<file path="src/rtl/arbitro_bus2.sv">
// Round-robin arbiter for a shared 2-input bus mux with a hold limit.
// Drives the mux select and registers the selected word with a valid strobe.
module arbitro_bus2 #(
    parameter int unsigned WIDTH    = 32,
    parameter int unsigned MAX_HOLD = 8
) (
    input  logic             clk,
    input  logic             rst_n,
    input  logic             req_a,
    input  logic             req_b,
    input  logic [WIDTH-1:0] data_a,
    input  logic [WIDTH-1:0] data_b,
    output logic             gnt_a,
    output logic             gnt_b,
    output logic             sel,
    output logic [WIDTH-1:0] data_o,
    output logic             valid_o,
    output logic             busy
);

    typedef enum logic [1:0] {
        IDLE    = 2'd0,
        GRANT_A = 2'd1,
        GRANT_B = 2'd2
    } state_e;

    localparam bit         HOLD_EN   = (MAX_HOLD != 0);
    localparam logic [7:0] HOLD_LAST = HOLD_EN ? 8'(MAX_HOLD - 1) : 8'd0;

    state_e           state_q, state_d;
    logic [7:0]       hold_cnt_q, hold_cnt_d;
    logic             last_b_q, last_b_d;
    logic             sel_q, sel_d;
    logic [WIDTH-1:0] data_q, data_d;
    logic             valid_q, valid_d;

    logic             own_req;
    logic             other_req;
    logic             hold_hit;

    always_comb begin
        own_req   = 1'b0;
        other_req = 1'b0;
        unique case (state_q)
            GRANT_A: begin
                own_req   = req_a;
                other_req = req_b;
            end
            GRANT_B: begin
                own_req   = req_b;
                other_req = req_a;
            end
            default: begin
                own_req   = 1'b0;
                other_req = 1'b0;
            end
        endcase
        hold_hit = HOLD_EN && other_req && (hold_cnt_q == HOLD_LAST);
    end

    always_comb begin
        state_d = state_q;
        unique case (state_q)
            IDLE: begin
                if (req_a && req_b) begin
                    state_d = last_b_q ? GRANT_A : GRANT_B;
                end else if (req_a) begin
                    state_d = GRANT_A;
                end else if (req_b) begin
                    state_d = GRANT_B;
                end
            end
            GRANT_A: begin
                if (!req_a) begin
                    state_d = req_b ? GRANT_B : IDLE;
                end else if (hold_hit) begin
                    state_d = GRANT_B;
                end
            end
            GRANT_B: begin
                if (!req_b) begin
                    state_d = req_a ? GRANT_A : IDLE;
                end else if (hold_hit) begin
                    state_d = GRANT_A;
                end
            end
            default: state_d = IDLE;
        endcase
    end

    // Counts cycles the current owner has kept the bus while the other side waits.
    always_comb begin
        hold_cnt_d = 8'd0;
        if (state_d == state_q && other_req) begin
            hold_cnt_d = (hold_cnt_q == 8'hFF) ? hold_cnt_q : hold_cnt_q + 8'd1;
        end
    end

    always_comb begin
        last_b_d = last_b_q;
        sel_d    = sel_q;
        if (state_d == GRANT_A) begin
            sel_d = 1'b0;
            if (state_q != GRANT_A) last_b_d = 1'b0;
        end else if (state_d == GRANT_B) begin
            sel_d = 1'b1;
            if (state_q != GRANT_B) last_b_d = 1'b1;
        end
    end

    always_comb begin
        valid_d = own_req;
        data_d  = data_q;
        if (own_req) begin
            data_d = (state_q == GRANT_B) ? data_b : data_a;
        end
    end

    always_ff @(posedge clk or negedge rst_n) begin
        if (!rst_n) begin
            state_q    <= IDLE;
            hold_cnt_q <= 8'd0;
            last_b_q   <= 1'b1;
            sel_q      <= 1'b0;
            data_q     <= '0;
            valid_q    <= 1'b0;
        end else begin
            state_q    <= state_d;
            hold_cnt_q <= hold_cnt_d;
            last_b_q   <= last_b_d;
            sel_q      <= sel_d;
            data_q     <= data_d;
            valid_q    <= valid_d;
        end
    end

    assign gnt_a   = (state_q == GRANT_A);
    assign gnt_b   = (state_q == GRANT_B);
    assign busy    = gnt_a | gnt_b;
    assign sel     = sel_q;
    assign data_o  = data_q;
    assign valid_o = valid_q;

endmodule

</file>
<file path="config.mk">
export PLATFORM = sky130hd
export DESIGN_NAME = arbitro_bus2
export DESIGN_NICKNAME = d
export VERILOG_FILES = /design/src/rtl/arbitro_bus2.sv
export SDC_FILE = /design/constraint.sdc
export NUM_CORES = 1
export LEC_CHECK = 0
export CAP_MARGIN = 20
export CORE_MARGIN = 2
export CORE_UTILIZATION = 38
export CTS_CLUSTER_SIZE = 20
export DETAILED_ROUTE_END_ITERATION = 12
export GPL_TIMING_DRIVEN = 0
export PLACE_DENSITY_LB_ADDON = 0.2
export SETUP_SLACK_MARGIN = 0.4
export SLEW_MARGIN = 20
export SYNTH_ARGS = -nofsm -noshare
export SYNTH_HDL_FRONTEND = slang
export SYNTH_SLANG_ARGS = --single-unit
export TNS_END_PERCENT = 1
</file>
<file path="constraint.sdc">
create_clock -name clk -period 2.3 [get_ports clk]
set_input_delay 0.46 -clock clk [delete_from_list [all_inputs] [get_ports clk]]
set_output_delay 0.46 -clock clk [all_outputs]
set_load 0.05 [all_outputs]
</file>
Yosys cells after proc, flatten, opt, wreduce, memory -nomap -nowiden
Index checks and enable logic that the tools add are counted.
{"block": "word_totals", "ff_bits": 45, "output_inout_bits": 37, "input_bits": 68, "elab_cells": 48}
{"block": "op_classes", "add_sub_neg": 1, "n_bitwise": 1, "mux": 22, "reduce_logical": 7, "n_eq_ne": 11}
{"operator": "2-to-1 mux 32 bit", "count": 1}
{"operator": "2-to-1 mux 2 bit", "count": 9}
{"operator": "2-to-1 mux 8 bit", "count": 2}
{"operator": "adder 8 x 1 -> 8 bit (second input constant)", "count": 1}
{"operator": "== test 8 x 3 -> 1 bit (second input constant)", "count": 1}
{"operator": "== test 8 bit (second input constant)", "count": 1}
{"operator": "2-to-1 mux 1 bit", "count": 7}
{"operator": "one-hot mux 2 bit (3 select lines)", "count": 1}
{"operator": "== test 2 x 1 -> 1 bit (second input constant)", "count": 2}
{"operator": "== test 2 bit (second input constant)", "count": 2}
{"operator": "!= test 2 x 1 -> 1 bit (second input constant)", "count": 2}
{"operator": "!= test 2 bit (second input constant)", "count": 2}
{"operator": "one-hot mux 1 bit (2 select lines)", "count": 2}
{"operator": "nonzero test 2 bit", "count": 2}
{"operator": "logical AND 1 bit", "count": 3}
{"operator": "AND reduction 3 bit", "count": 1}
{"operator": "== test 2 bit", "count": 1}
{"operator": "zero test 2 bit", "count": 1}
{"operator": "bitwise OR 1 bit", "count": 1}

Logic depth before layout (Yosys ltp)
{"block": "logic_depth", "word_depth": 9, "ltp_mapped": 10, "mapped_depth_nobuf": 10}

Worst setup path before layout
No wires, ideal clock.
{"block": "synth_path", "path_kind": "register -> register", "start": "reg state_q[0]", "end": "reg last_b_q", "path_buffers": 0, "arrival_ns": 2.800, "path_stages_with_launch": 11, "required_time_ns": 2.227, "period_less_slack_ns": 2.873, "setup_slack_ns": -0.573, "setup_ns": 0.073, "cell_sequence": "dfrtp_1 -> inv_1 -> ha_1 -> inv_1 -> or4_4 -> a31o_1 -> a21oi_1 -> ha_1 -> nor2_1 -> nor2_1 -> a21oi_1"}
{"block": "synth_between", "elab_chain_cells": 9, "elab_cells_between_ends": 22, "classes_between": "7 x eq/ne; 10 x mux; 5 x reduce/logical"}
{"item": "start: declaration", "line_no": "30", "text": "state_e state_q, state_d;"}
{"item": "start signal: assignment", "line_no": "128", "text": "state_q <= state_d;"}
{"item": "== test 2 bit or == test 2 x 1 -> 1 bit (tied branches)", "line_no": "44, 63"}
{"item": "one-hot mux 1 bit (2 select lines)", "line_no": "44", "text": "unique case (state_q)"}
{"item": "logical AND 1 bit", "line_no": "58", "text": "hold_hit = HOLD_EN && other_req && (hold_cnt_q == HOLD_LAST);"}
{"item": "2-to-1 mux 2 bit (on tied branches)", "line_no": "83, 76"}
{"item": "2-to-1 mux 2 bit (on tied branches)", "line_no": "81, 74"}
{"item": "one-hot mux 2 bit (3 select lines) *", "line_no": "63", "text": "unique case (state_q)"}
{"item": "named net state_d[0]", "line_no": "30"}
{"item": "== test 2 x 1 -> 1 bit or == test 2 bit (tied branches)", "line_no": "102, 105"}
{"item": "!= test 2 x 1 -> 1 bit (no source line) or nonzero test 2 bit (tied branches)"}
{"item": "AND reduction 3 bit (no source line)"}
{"item": "end signal: assignment", "line_no": "130", "text": "last_b_q <= last_b_d;"}
{"item": "end: declaration", "line_no": "32", "text": "logic last_b_q, last_b_d;"}
Mark *: on every way through the listed nets, which the timed path passes. The rest lies on a longest branch.
A chain may end at the register's enable or synchronous reset.

Worst setup path after layout
{"block": "layout_path", "start": "reg hold_cnt_q[4]", "end": "reg last_b_q"}
{"block": "layout_between", "elab_chain_cells": 8, "elab_cells_between_ends": 14, "classes_between": "4 x eq/ne; 6 x mux; 4 x reduce/logical"}
{"item": "start: declaration", "line_no": "31", "text": "logic [7:0] hold_cnt_q, hold_cnt_d;"}
{"item": "start signal: assignment", "line_no": "129", "text": "hold_cnt_q <= hold_cnt_d;"}
{"item": "== test 8 x 3 -> 1 bit *", "line_no": "58"}
{"item": "logical AND 1 bit *", "line_no": "58"}
{"item": "2-to-1 mux 2 bit (on tied branches)", "line_no": "83, 76"}
{"item": "2-to-1 mux 2 bit (on tied branches)", "line_no": "81, 74"}
{"item": "one-hot mux 2 bit (3 select lines) *", "line_no": "63"}
{"item": "named net state_d[0]", "line_no": "30"}
{"item": "== test 2 x 1 -> 1 bit or == test 2 bit (tied branches)", "line_no": "102, 105"}
{"item": "!= test 2 x 1 -> 1 bit (no source line) or nonzero test 2 bit (tied branches)"}
{"item": "AND reduction 3 bit (no source line)"}
Marks and branches as above.

==> metrics.cfg <==
[outcome]
status = completed

[yosys]
seq_area_frac_synth = 0.473
ys.flop_type = dfrtp_1
synth_area_um2 = 2380
yosys-top-cells-count = dfrtp_1, nand2_1, o21ai_0
yosysUniqueCellTypes = 40
synth.top_cell.area_share = 0.462
syn-num-nets = 315
synthTopCellsByArea = dfrtp_1, mux2i_1, o21ai_0
syn_area_per_cell_um2 = 9.97
yosysMostFrequentCell = dfrtp_1
synthArstFlopShare = 1.00
syn_inst = 239
synth_top_cell_by_area = dfrtp_1
synth_edf_count = 0
yosysWarnings = 0
ys_seq_elements = 45

[global_routing]
grt_use_met1 = 0.220
grt_use_met2 = 0.340
antenna_found_initial = 0
met3_usage = 0.0547
grt_pass1_wl_um = 10900
grt_pass1_vias = 2300
grt_max_degree = 30
track_usage = 0.190
overflow = 0
busiest_layer = met2

[setup_path]
crit_type = flop to flop
critPathMaxFanout = 4
critical-path-max-stage-delay_ps = 550
cp.required_ps = 2530
crit_family = simple AND/OR/NAND/NOR gates
cp_num_buf_inv = 0
cp-end-kind = flop
arrival_ps = 2520
cp-start-kind = flop
path_cells = or3_4, or4_4, a31o_1, a21oi_2, ha_4, nor2_2, nor2_1, a21oi_1
cpMaxStageDelayCell = or4_4

[timing]
finalSetupTns_ps = 0
rsz0062_at_grt = yes
finalCritPeriodShare = 0.998
slew_viol_final = 0
tightest_slew_ps = 545
setup_viol = 0
skew_ps = 6.06
slew_headroom = 0.638
fmax_mhz = 436
fin_crit_ps = 2300
finalHoldViolations = 0

[finish]
syn_to_final_growth_pct = 58.7
fin_area_um2 = 3780
final_util = 0.632
antenna-diode-count = 0
drive_above_1_share = 0.165
final_cells = 439
fin_nets = 439

[clock_network]
numCtsBuffers = 5
numClockSinks = 45
htree_levels = 2
holdBufCountCts = 0
clk_pin_slew_worst_paths_ps = 90
cts_buffer_depth = 2
cts_tree = built
cts_root_buffer = clkbuf_8
clk_latency_ps = 290

[die]
ioPinCount = 105
dieArea_um2 = 6920
die_h_um = 83.2
rows = 28
die_w_um = 83.2
start_util = 0.398
core_area_um2 = 5990

[detailed_routing]
ant_nets = 0
routed_wl_um = 6440
vias = 2242
via_per_inst = 5.11
post_drt_wl_per_cell_um = 14.7
route.detailed.drc = 0
drt-pass1-iter-count = 4
drt-initial-drc-count = 105

[placed_design]
dp_hpwl_um = 4780
portBuffers = 104
gp_congestion = 0.790
numPlacedInstances = 419
placedInstanceArea_um2 = 3560

[power_and_ir_drop]
p_int_mw = 2.37
swShare = 0.507
pwr_density_cell_nw_per_um2 = 1270
finalPower_mw = 4.80
vdd_drop_max_v = 0.000813
seqPwrFrac = 0.264
power_switching_mw = 2.44
comb_power_share = 0.623
p_leak_nw = 1.71
clkPwrFrac = 0.113

[job]
timing.max_cap.violations = 0

[worst_hold_path]
hp-class = input pin to async pin

cell families after synthesis:
logic type                 count (synthesis)  synth area share
xor gates and xnor gates                   3            0.0110
adders and majority gates                  8            0.0420
muxes                                     36             0.152
AOI/OAI and AO/OA                         56             0.146
DFF                                       45             0.473
buffers and inverters                     19            0.0299
and+or+nand+nor                           72             0.146
sequential cells by signal (all words and copies together), names as in the netlist:
| signal | count |
|---|---|
| data_o | 32 |
| hold_cnt_q | 8 |
| last_b_q | 1 |
| sel | 1 |
| state_q | 2 |
| valid_o | 1 |
what timing repair did:
item	4_1_cts	5_1_grt
resized for setup	63	22
endpoints found under the setup margin	82	43
cloned	0	0
setup buffers	9	3
pin swaps	8	6
endpoints found under the hold margin	0	0
cells in the final DEF, fill, tap and decap left out, drive strengths merged, types with 4 or more instances in the layout:
cell type / count
nand4: 6
clkbuf: 18
a21oi: 4
dfrtp: 44
inv: 6
buf: 19
dlygate4sd2: 36
clkdlybuf4s50: 64
ha: 8
nor2: 5
nor4: 6
nand2: 40
o21ai: 38
mux2i: 35
metal layers:
| metal | vias up | share of wire |
|---|---|---|
| met5 | - | 0 |
| met4 | 0 | 0.016 |
| met3 | 9 | 0.064 |
| met2 | 74 | 0.51 |
| met1 | 1064 | 0.41 |
| li1 | 1095 | - |
final cells by class:
class / instances / area, µm²
Inverter: 6 / 27.5
Multi-Input combinational cell: 175 / 1260
Buffer: 13 / 77.6
Clock buffer: 7 / 96.3
Timing Repair Buffer: 117 / 1090
Sequential cell: 45 / 1130
Tap cell: 75 / 93.8
Clock inverter: 1 / 5.00
Fill cell: 540 / 2210
path summary, 6_finish.rpt:
| check | start | endpoint | slack (ps) | cells after the start |
|---|---|---|---|---|
| min in group clk | sel | sel | 480 | 2 |
| max | hold_cnt_q[4] | last_b_q | 5 | 8 |
| max reg2reg | hold_cnt_q[4] | last_b_q | 5 | 8 |
| min reg2reg | sel | sel | 480 | 2 |
| min | rst_n | data_o[15] | 80 | 1 |
| max in group asynchronous | rst_n | last_b_q | 1670 | 2 |
power groups by stage:
stage / Clock, mW / Combinational [mW] / Sequential (mW)
6_report: 0.541 / 2.99 / 1.27
5_1_grt: 0.578 / 3.24 / 1.31
4_1_cts: 0.548 / 2.90 / 1.27
3_5_place_dp: 0 / 2.95 / 1.31
3_3_place_gp: 0 / 2.92 / 1.30
2_1_floorplan: 0 / 1.07 / 2.21
metrics by stage:
step	worst slack [ps]	hold slack, ps
6_report	4.93	78.4
5_1_grt	-73.0	102
3_5_place_dp	-524	411
3_3_place_gp	-604	461
2_1_floorplan	-36.6	164
4_1_cts	-41.1	88.9
Power figures use the tool's default switching activity.
